--- src/rtl/fetch_unit.sv ---
// Program counter and fetch control: relative branch, absolute jump, call/return
// stack, stall, and a latched RUN/HALTED/FAULT state. All outputs decode registered state.
module fetch_unit #(
    parameter int              PC_W      = 8,
    parameter int              OFF_W     = 3,
    parameter int              OFF_SHIFT = 2,
    parameter int              RAS_DEPTH = 4,
    parameter logic [PC_W-1:0] RESET_PC  = '0
) (
    input  logic             CLK,
    input  logic             Init,
    input  logic             Stall,
    input  logic             Halt,
    input  logic             Resume,
    input  logic             Branch,
    input  logic [OFF_W-1:0] Target,
    input  logic             Jump,
    input  logic             Call,
    input  logic             Ret,
    input  logic [PC_W-1:0]  JumpAddr,
    output logic [PC_W-1:0]  PC,
    output logic             Halted,
    output logic             Fault,
    output logic             RasEmpty,
    output logic             RasFull
);
    localparam int CNT_W = $clog2(RAS_DEPTH + 1);

    localparam logic [1:0] ST_RUN   = 2'd0;
    localparam logic [1:0] ST_HALT  = 2'd1;
    localparam logic [1:0] ST_FAULT = 2'd2;

    localparam logic [CNT_W-1:0] CNT_FULL = CNT_W'(RAS_DEPTH);
    localparam logic [CNT_W-1:0] CNT_ONE  = CNT_W'(1);
    localparam logic [PC_W-1:0]  PC_ONE   = PC_W'(1);

    logic [1:0]       state_q, state_d;
    logic [PC_W-1:0]  pc_q, pc_d;
    logic [CNT_W-1:0] cnt_q, cnt_d;
    logic [PC_W-1:0]  ras_q [RAS_DEPTH];
    logic             push;
    logic [PC_W-1:0]  pop_val;
    logic [PC_W-1:0]  pc_inc;
    logic [PC_W-1:0]  br_off;

    assign pc_inc = pc_q + PC_ONE;
    // Size cast of a signed value sign-extends; the shift then truncates to PC_W.
    assign br_off = PC_W'($signed(Target)) << OFF_SHIFT;

    always_comb begin
        pop_val = '0;
        for (int i = 0; i < RAS_DEPTH; i++) begin
            if (cnt_q == CNT_W'(i + 1)) pop_val = ras_q[i];
        end
    end

    always_comb begin
        state_d = state_q;
        pc_d    = pc_q;
        cnt_d   = cnt_q;
        push    = 1'b0;
        case (state_q)
            ST_RUN: begin
                if (Halt) begin
                    state_d = ST_HALT;
                end else if (Stall) begin
                    state_d = ST_RUN;
                end else if (Ret) begin
                    if (cnt_q == '0) begin
                        state_d = ST_FAULT;
                    end else begin
                        pc_d  = pop_val;
                        cnt_d = cnt_q - CNT_ONE;
                    end
                end else if (Call) begin
                    if (cnt_q == CNT_FULL) begin
                        state_d = ST_FAULT;
                    end else begin
                        push  = 1'b1;
                        cnt_d = cnt_q + CNT_ONE;
                        pc_d  = JumpAddr;
                    end
                end else if (Jump) begin
                    pc_d = JumpAddr;
                end else if (Branch) begin
                    pc_d = pc_q + br_off;
                end else begin
                    pc_d = pc_inc;
                end
            end
            ST_HALT: begin
                if (Resume) state_d = ST_RUN;
            end
            default: state_d = ST_FAULT;
        endcase
    end

    always_ff @(posedge CLK) begin
        if (Init) begin
            state_q <= ST_RUN;
            pc_q    <= RESET_PC;
            cnt_q   <= '0;
        end else begin
            state_q <= state_d;
            pc_q    <= pc_d;
            cnt_q   <= cnt_d;
        end
    end

    // Entries above the count are don't-care, so the stack body needs no reset.
    always_ff @(posedge CLK) begin
        for (int i = 0; i < RAS_DEPTH; i++) begin
            if (!Init && push && cnt_q == CNT_W'(i)) ras_q[i] <= pc_inc;
        end
    end

    assign PC       = pc_q;
    assign Halted   = (state_q != ST_RUN);
    assign Fault    = (state_q == ST_FAULT);
    assign RasEmpty = (cnt_q == '0);
    assign RasFull  = (cnt_q == CNT_FULL);
endmodule

--- config.mk ---
export PLATFORM = sky130hd
export DESIGN_NAME = fetch_unit
export DESIGN_NICKNAME = d
export VERILOG_FILES = /design/src/rtl/fetch_unit.sv
export SDC_FILE = /design/constraint.sdc
export NUM_CORES = 1
export LEC_CHECK = 0
export BUFFER_PORTS_ARGS = -buffer_cell sky130_fd_sc_hd__buf_4
export CAP_MARGIN = 10
export CORE_ASPECT_RATIO = 1.5
export CORE_UTILIZATION = 35
export CTS_CLUSTER_SIZE = 12
export DETAILED_ROUTE_END_ITERATION = 10
export GPL_ROUTABILITY_DRIVEN = 0
export HOLD_SLACK_MARGIN = 0.1
export PLACE_DENSITY = 0.62
export RECOVER_POWER = 100
export SLEW_MARGIN = 20
export SYNTH_ARGS = -nofsm -noshare
export SYNTH_HDL_FRONTEND = slang
export SYNTH_SLANG_ARGS = --single-unit
--- constraint.sdc ---
create_clock -name CLK -period 3.2 [get_ports CLK]
set_input_delay 0.64 -clock CLK [delete_from_list [all_inputs] [get_ports CLK]]
set_output_delay 0.64 -clock CLK [all_outputs]
set_load 0.02 [all_outputs]
==> metrics.txt, run 1 <==
first-pass GRT wire length=9690 um; Hold WC Path Type=reg2reg; maximum vdd ir drop=0.293 mV; placed cell count=338; row cnt=37; share of layout cells above drive strength 1=0.131; CP required=3.43 ns; Num CTS Buffers=5; CTS tree=done; sequential share of power=0.540; Root Driver=clkbuf_8; die width=70.2 um; Port Buffer Count=31; Tot Pwr=0.00118 W; CP max FO=10; minimum clock period=2.61 ns; # IOs=32; Mapped Nets=272; core area=6810 um2; Tot GR Track Use=0.171; post-synthesis async set-or-reset flop share=0; setup_tns=0 ns; Post-CTS Hold Fix Bufs=0; Ant. Diodes=0; Final Setup Violations=0; initial antenna violation count=0; Post-Synthesis Cells=239; final core occ=0.409; area of the mapped netlist=2440 um2; Reg2Reg Depth=8; vias in the first global route=1962; maximum clock rate=383 MHz; pre-CTS worst setup slack=0.636 ns; Antenna Violating Nets Remaining=0; beginning of the worst hold path=state_q[1]; Hold Vio Cnt, Final=0; grt ovf=0; P_sw=0.000293 W; r2r setup slk=0.59 ns; hold endpoint=state_q[0]; H-tree depth=2; status=finished, final reports clean; DR vias/cell=5.61; Worst setup SP type=register; Power Internal=0.000890 W; dpl hpwl=4710 um; fin cells=346; Initial Utilization=0.359; Clock Power Share=0.333; power per cell area=425 nW/um2; number of vias after detailed routing=1940; Post-synth top flop=edfxtp_1; Die H=104 um; Yosys top cell by area=edfxtp_1; largest net degree at the start of global routing=19; Yosys Warn Count=0; synth top area cells=edfxtp_1 (39%), dfxtp_1 (11%), ha_1 (6.1%); Post-CTS Resized=0; wire per inst=17.6 um; CTS max path bufs=2; worst r2r src=cnt_q[0]; P&R area growth vs syn=14.0%; Setup WS post-layout=0.589 ns; Post-synth EDFFs=32; clock transition at the registers of the reported paths=0.08 ns; Final Skew=0.00950 ns; combinational power share=0.126; CP arrival=2.84 ns; top cell type's share of synthesized area=0.393; cell count of the worst hold path=1; reg2reg end=PC[6]; total wire length=6080 um; Worst Setup End Kind=register; RSZ-0062 raised after global routing=no; Cell variety after synth=47; Tightest Pin Transition=0.822 ns; die area=7330 um2; Slew Limit Headroom=0.452; Slew Limit Fails=0; P_leak=0.989 nW; Yosys reg bits=45; first drt pass iteration count=4; switching portion of total power=0.248; Nets=300; filler instances=679; setup bufs post-CTS=0; fin crit share=0.816; total clock sinks=45; initial drt markers=60; Max-Cap Viols=0; later-pin clock latency in the skew report=0.30 ns; Residual DRC=0; syn avg cell area=10.2 um2; sequential area share after synthesis=0.499; Setup CP Type=reg2reg
==> per-layer routing <==
metal  share of wire  GRT usage  vias up
li1                -          -      938
met1            0.41      0.188      942
met2            0.53      0.313       49
met3           0.027     0.0223       11
met4           0.031     0.0871        0
met5               0          0        -
==> cell usage in the layout (no fill, tap or decap), types with 8 or more instances in the layout <==
| cell | n |
|---|---|
| dfxtp_1 | 13 |
| edfxtp_1 | 32 |
| a22oi_1 | 8 |
| a21oi_1 | 19 |
| nand2_1 | 20 |
| buf_4 | 19 |
| o21ai_0 | 14 |
| nor2_1 | 19 |
| inv_1 | 15 |
| ha_1 | 12 |
| clkbuf_1 | 14 |
==> worst max-delay path, cell delays in order, from the launching register on <==
cell and delay (ns):
dfxtp_1 0.42, inv_1 0.11, ha_1 0.34, nor2b_1 0.50, a22oi_1 0.14, o21ai_0 0.18, a21oi_1 0.10, or4_2 0.61
o21ai_0 0.15
==> metrics by stage <==
| stage | hold WS [ns] | area (um2) |
|---|---|---|
| final | 0.479 | 2790 |
| after detailed placement | 0.472 | 2730 |
| after floorplan | 0.431 | 2440 |
| after global routing | 0.514 | 2790 |
| after CTS | 0.483 | 2840 |
| after global placement | 0.460 | 2730 |
==> registers in the layout, indices dropped and copies added (netlist names) <==
register,count
PC,8
cnt_q,3
ras_q,32
state_q,2
==> final cells by class <==
type / instances / area [um2] / area share
Clock buffer: 7 / 97.6 / 0.0350
Clock inverter: 1 / 5.00 / 0.00180
Inverter: 16 / 60.1 / 0.0216
Multi-Input combinational cell: 167 / 1110 / 0.400
Sequential cell: 45 / 1220 / 0.438
Tap cell: 78 / 97.6 / 0.0350
Timing Repair Buffer: 32 / 191 / 0.0687
==> worst max-delay path by stage <==
stage | cells past startpoint | from | to | slack, ns
floorplan | 10 | cnt_q[0] | PC[6] | 0.97
global placement | 8 | cnt_q[0] | PC[6] | 0.77
detailed placement | 8 | cnt_q[0] | PC[6] | 0.64
CTS | 8 | cnt_q[0] | PC[6] | 0.63
global route | 8 | cnt_q[0] | PC[6] | 0.38
finish | 8 | cnt_q[0] | PC[6] | 0.59
==> power groups by stage <==
stage	Sequential [W]	Clock [W]	Combinational, W
floorplan	0.000654	0	0.0000919
global placement	0.000653	0	0.000152
detailed placement	0.000653	0	0.000154
CTS	0.000640	0.000396	0.000155
global route	0.000641	0.000417	0.000165
finish	0.000640	0.000395	0.000149
==> logic make-up after synthesis <==
| kind of cell | Yosys count | synth area share |
|---|---|---|
| flip-flops | 45 | 0.499 |
| buffers and inverters | 27 | 0.0450 |
| XOR/XNOR | 12 | 0.0430 |
| AND/OR/NAND/NOR | 73 | 0.148 |
| AO/OA/AOI/OAI | 68 | 0.191 |
| adder cells (fa/ha/maj) | 13 | 0.0696 |
| multiplexers | 1 | 0.00409 |
==> cell usage after synthesis, types with 3 or more instances <==
cell	count
nor2_1	19
nor3_1	6
edfxtp_1	32
ha_1	12
xor2_1	6
nor2b_1	7
a2111oi_0	4
a221oi_1	6
nand2_1	20
o21ai_0	13
a221o_1	3
dfxtp_1	13
a22oi_1	8
xnor2_1	6
a21oi_1	19
clkbuf_1	9
inv_1	15
nand3_1	6
(Power assumes the default switching activity.)
==> inputs of run 2 (changes only) <==
PLACE_DENSITY = 0.64   (was 0.62)
clock period = 2.3 ns   (was 3.2 ns; I/O delays follow)
==> metrics.txt, run 2 (synthesis results as in run 1) <==
status=finished, final reports clean; reg2reg end=PC[6]; fin cells=364; first drt pass iteration count=4; Setup WS post-layout=0.143 ns; CP required=1.84 ns; Setup CP Type=reg2out; die width=70.2 um; Top reg by flops=ras_q; Final Setup Violations=0; CP arrival=1.70 ns; r2r setup slk=0.16 ns; CTS tree=done; highest metal used=met4; Max-Cap Viols=0; CTS max path bufs=2; P_leak=1.06 nW; crit path capture=RasFull; CP max FO=7; maximum clock rate=464 MHz; Power Internal=0.00118 W; grt ovf=0; initial drt markers=53; combinational power share=0.138; row cnt=37; sequential share of power=0.553; core area=6810 um2; WL met3=114 um; Nets=318; Root Driver=clkbuf_8; minimum clock period=2.16 ns; placed cell count=356; Tot GR Track Use=0.171; fin crit share=0.938; wire per inst=16.4 um; Die H=104 um; Initial Utilization=0.359; worst r2r src=state_q[0]; total wire length=5960 um; initial antenna violation count=0; Hold Vio Cnt, Final=0; Clock Power Share=0.309; Slew Limit Headroom=0.664; Post-CTS Hold Fix Bufs=0; most frequent cells in the layout=buf_4 (33), edfxtp_1 (32), nand2_1 (19), nor2_1 (19), a21oi_1 (19); die area=7330 um2; Worst Setup End Kind=output port; P&R area growth vs syn=18.7%; maximum vdd ir drop=0.417 mV; Tightest Pin Transition=0.505 ns; Antenna Violating Nets Remaining=0; Largest register FFs=32; Worst setup SP type=register; Hold WC Path Type=in2reg; Port Buffer Count=31; Reg2Reg Depth=5; cell count of the worst hold path=2; CP Launch Point=cnt_q[0]; share of layout cells above drive strength 1=0.192; most common cell after layout, fill and taps aside=buf_4; power per cell area=553 nW/um2; total clock sinks=45; first-pass GRT wire length=9600 um; # IOs=32; number of vias after detailed routing=1945; H-tree depth=2; P_sw=0.000422 W; filler instances=669; clock transition at the registers of the reported paths=0.08 ns; Slew Limit Fails=0; DRT met1 WL=2410 um; Final Skew=0.00651 ns; RSZ-0062 raised after global routing=no; Ant. Diodes=0; switching portion of total power=0.263; vias in the first global route=1922; Residual DRC=0; DR vias/cell=5.34; setup_tns=0 ns; later-pin clock latency in the skew report=0.30 ns; Num CTS Buffers=5; pre-CTS worst setup slack=0.120 ns; metal2 WL=3260 um; largest net degree at the start of global routing=16; dpl hpwl=4780 um
## run 2: cell count changes in the layout (fill, tap and decap cells not counted), sizes merged
cell / before / now
clkinvlp: 0 / 3
clkbuf: 20 / 21
clkinv: 2 / 1
buf: 19 / 34
## run 2: power by group through the flow
stage	clock (W)	sequential [W]	combinational (W)
finish	0.000496	0.000887	0.000222
global route	0.000533	0.000889	0.000246
CTS	0.000510	0.000887	0.000231
detailed placement	0	0.000906	0.000230
global placement	0	0.000906	0.000225
floorplan	0	0.000910	0.000128
## run 2: layout make-up
cell class	instances	area, um2	area share
multi-input cells	167	1120	0.385
flip-flops and latches	45	1220	0.421
clock buffers	5	68.8	0.0237
clock inverters	3	22.5	0.00776
inverters	16	60.1	0.0207
repair buffers	50	315	0.109
well taps	78	97.6	0.0336
## run 2: per-stage QoR
step | cell area, um2 | total power (W) | hold WS [ns] | util
after global placement | 2870 | 0.00113 | 0.454 | 0.421
after CTS | 2960 | 0.00163 | 0.347 | 0.435
after detailed placement | 2870 | 0.00114 | 0.461 | 0.421
after floorplan | 2440 | 0.00104 | 0.431 | -
final | 2900 | 0.00161 | 0.357 | 0.427
after global routing | 2900 | 0.00167 | 0.352 | 0.427
## run 2: how the worst min path moves through the flow
stage | slack (ns) | to | start
2_1_floorplan | 0.43 | state_q[0] | state_q[1]
3_3_place_gp | 0.45 | state_q[0] | state_q[1]
3_5_place_dp | 0.46 | state_q[0] | state_q[1]
4_1_cts | 0.35 | state_q[0] | Resume
5_1_grt | 0.35 | state_q[0] | Resume
6_report | 0.36 | state_q[0] | Resume
## run 2: critical path, cell delays in order, from the launching register on
cell and delay (ns):
dfxtp_1 0.41, inv_1 0.11, ha_2 0.25, nand2_2 0.13
clkinv_1 0.12, clkbuf_2 0.19, buf_2 0.18
## run 2: per-layer routing
metal / GRT usage / vias to the layer above
li1: - / 977
met1: 0.194 / 919
met2: 0.305 / 39
met3: 0.0233 / 10
met4: 0.0900 / 0
met5: 0 / -
## run 2: what timing repair did
action | CTS | global route
gates resized for setup | 0 | 4
setup endpoints to repair | 0 | 7
setup buffers | 0 | 0
==> inputs of run 3 (changes only) <==
CELL_PAD_IN_SITES_DETAIL_PLACEMENT = 1   (was unset)
CELL_PAD_IN_SITES_GLOBAL_PLACEMENT = 1   (was unset)
CORE_ASPECT_RATIO = unset   (was 1.5)
GPL_TIMING_DRIVEN = 0   (was unset)
PLACE_DENSITY = 0.76   (was 0.64)
==> metrics.txt, run 3 (synthesis results as in run 1) <==
Sequential Area=1220 um2; Die H=85.6 um; Tightest Pin Transition=0.693 ns; fin crit share=0.933; design area=2910 um2; RSZ-0062 raised after global routing=no; DRT met1 WL=2900 um; CTS tree=done; Tot Pwr=0.00164 W; minimum clock period=2.15 ns; CP required=2.52 ns; wire per inst=17.6 um; most frequent cells in the layout=edfxtp_1 (32), buf_4 (22), nand2_1 (20); first drt pass iteration count=6; pre-CTS worst setup slack=-0.337 ns; metal2 WL=3100 um; Worst Hold Slack=0.366 ns; CP max FO=10; P&R area growth vs syn=19.0%; CTS max path bufs=2; multi-input logic area=1170 um2; Root Driver=clkbuf_8; Top reg by flops=ras_q; die area=7320 um2; # IOs=32; switching portion of total power=0.243; Setup WS post-layout=0.154 ns; total clock sinks=45; row cnt=30; highest metal used=met4; dpl hpwl=4910 um; vias in the first global route=1999; Tot GR Track Use=0.185; Num CTS Buffers=5; Ant. Diodes=0; first-pass GRT wire length=10400 um; Antenna Violating Nets Remaining=0; total wire length=6290 um; Worst setup SP type=register; number of vias after detailed routing=1948; maximum vdd ir drop=0.246 mV; status=finished, final reports clean; initial drt markers=93; most common cell after layout, fill and taps aside=edfxtp_1; Final Setup Violations=0; Final Skew=0.00620 ns; P_sw=0.000399 W; die width=85.6 um; Slew Limit Fails=0; CP arrival=2.36 ns; filler instances=779; WL met3=197 um; Port Buffer Count=31; largest net degree at the start of global routing=14; maximum clock rate=466 MHz; later-pin clock latency in the skew report=0.29 ns; grt ovf=0; Max-Cap Viols=0; Power Internal=0.00124 W; Hold Vio Cnt, Final=0; Hold WC Path Type=in2reg; Initial Utilization=0.362; Slew Limit Headroom=0.537; initial antenna violation count=0; Worst Setup End Kind=register; Residual DRC=0; P_leak=1.04 nW; core area=6760 um2; share of layout cells above drive strength 1=0.195; Setup CP Type=reg2reg; setup_tns=0 ns; power per cell area=564 nW/um2; clock transition at the registers of the reported paths=0.08 ns; Largest register FFs=32; combinational power share=0.138; sequential share of power=0.542; Placed Area=2780 um2; Nets=309; DR vias/cell=5.46; Clock Power Share=0.320; H-tree depth=2
-- run 3: power groups by stage --
stage	clock network, W	logic [W]	registers, W
after detailed placement	0	0.000222	0.000908
after global placement	0	0.000217	0.000907
after floorplan	0	0.000128	0.000910
after CTS	0.000536	0.000227	0.000889
after global routing	0.000561	0.000251	0.000891
final	0.000525	0.000226	0.000890
-- run 3: worst max-delay path, stage by stage (launching register included) --
cell,delay (ns)
dfxtp_1,0.31
buf_4,0.16
inv_1,0.22
ha_4,0.23
nor2b_4,0.25
a221o_1,0.17
a21oi_1,0.05
or4_1,0.52
a21oi_1,0.15
-- run 3: cell type report --
class	count	area share
Clock buffer	7	0.0331
Buffer	9	0.0172
Timing Repair Buffer	32	0.0684
Inverter	16	0.0211
Tap cell	80	0.0344
Sequential cell	45	0.421
Multi-Input combinational cell	167	0.403
Clock inverter	1	0.00172
-- run 3: per-stage QoR --
step / std cells / utilization
2_1_floorplan: 239 / -
3_3_place_gp: 350 / 0.411
3_5_place_dp: 350 / 0.411
4_1_cts: 357 / 0.430
5_1_grt: 357 / 0.431
6_report: 357 / 0.431
-- run 3: final timing paths --
| path | from | depth (start not counted) | to | slack (ns) |
|---|---|---|---|---|
| setup / recovery | cnt_q[2] | 8 | PC[4] | 0.15 |
| setup reg to reg | cnt_q[2] | 8 | PC[4] | 0.15 |
| hold reg to reg | state_q[1] | 1 | state_q[0] | 0.48 |
| hold / removal | Resume | 2 | state_q[0] | 0.37 |
-- run 3: layer usage --
| layer | vias up | GRT usage |
|---|---|---|
| met4 | 0 | 0.0545 |
| met1 | 936 | 0.244 |
| met2 | 50 | 0.316 |
| met3 | 4 | 0.0260 |
| met5 | - | 0 |
| li1 | 958 | - |
-- run 3: repair_timing --
item	4_1_cts	5_1_grt
pin swaps	1	0
hold buffers	0	0
setup buffers	1	0
hold endpoints to repair	0	0
setup endpoints to repair	17	5
resized for setup	11	12
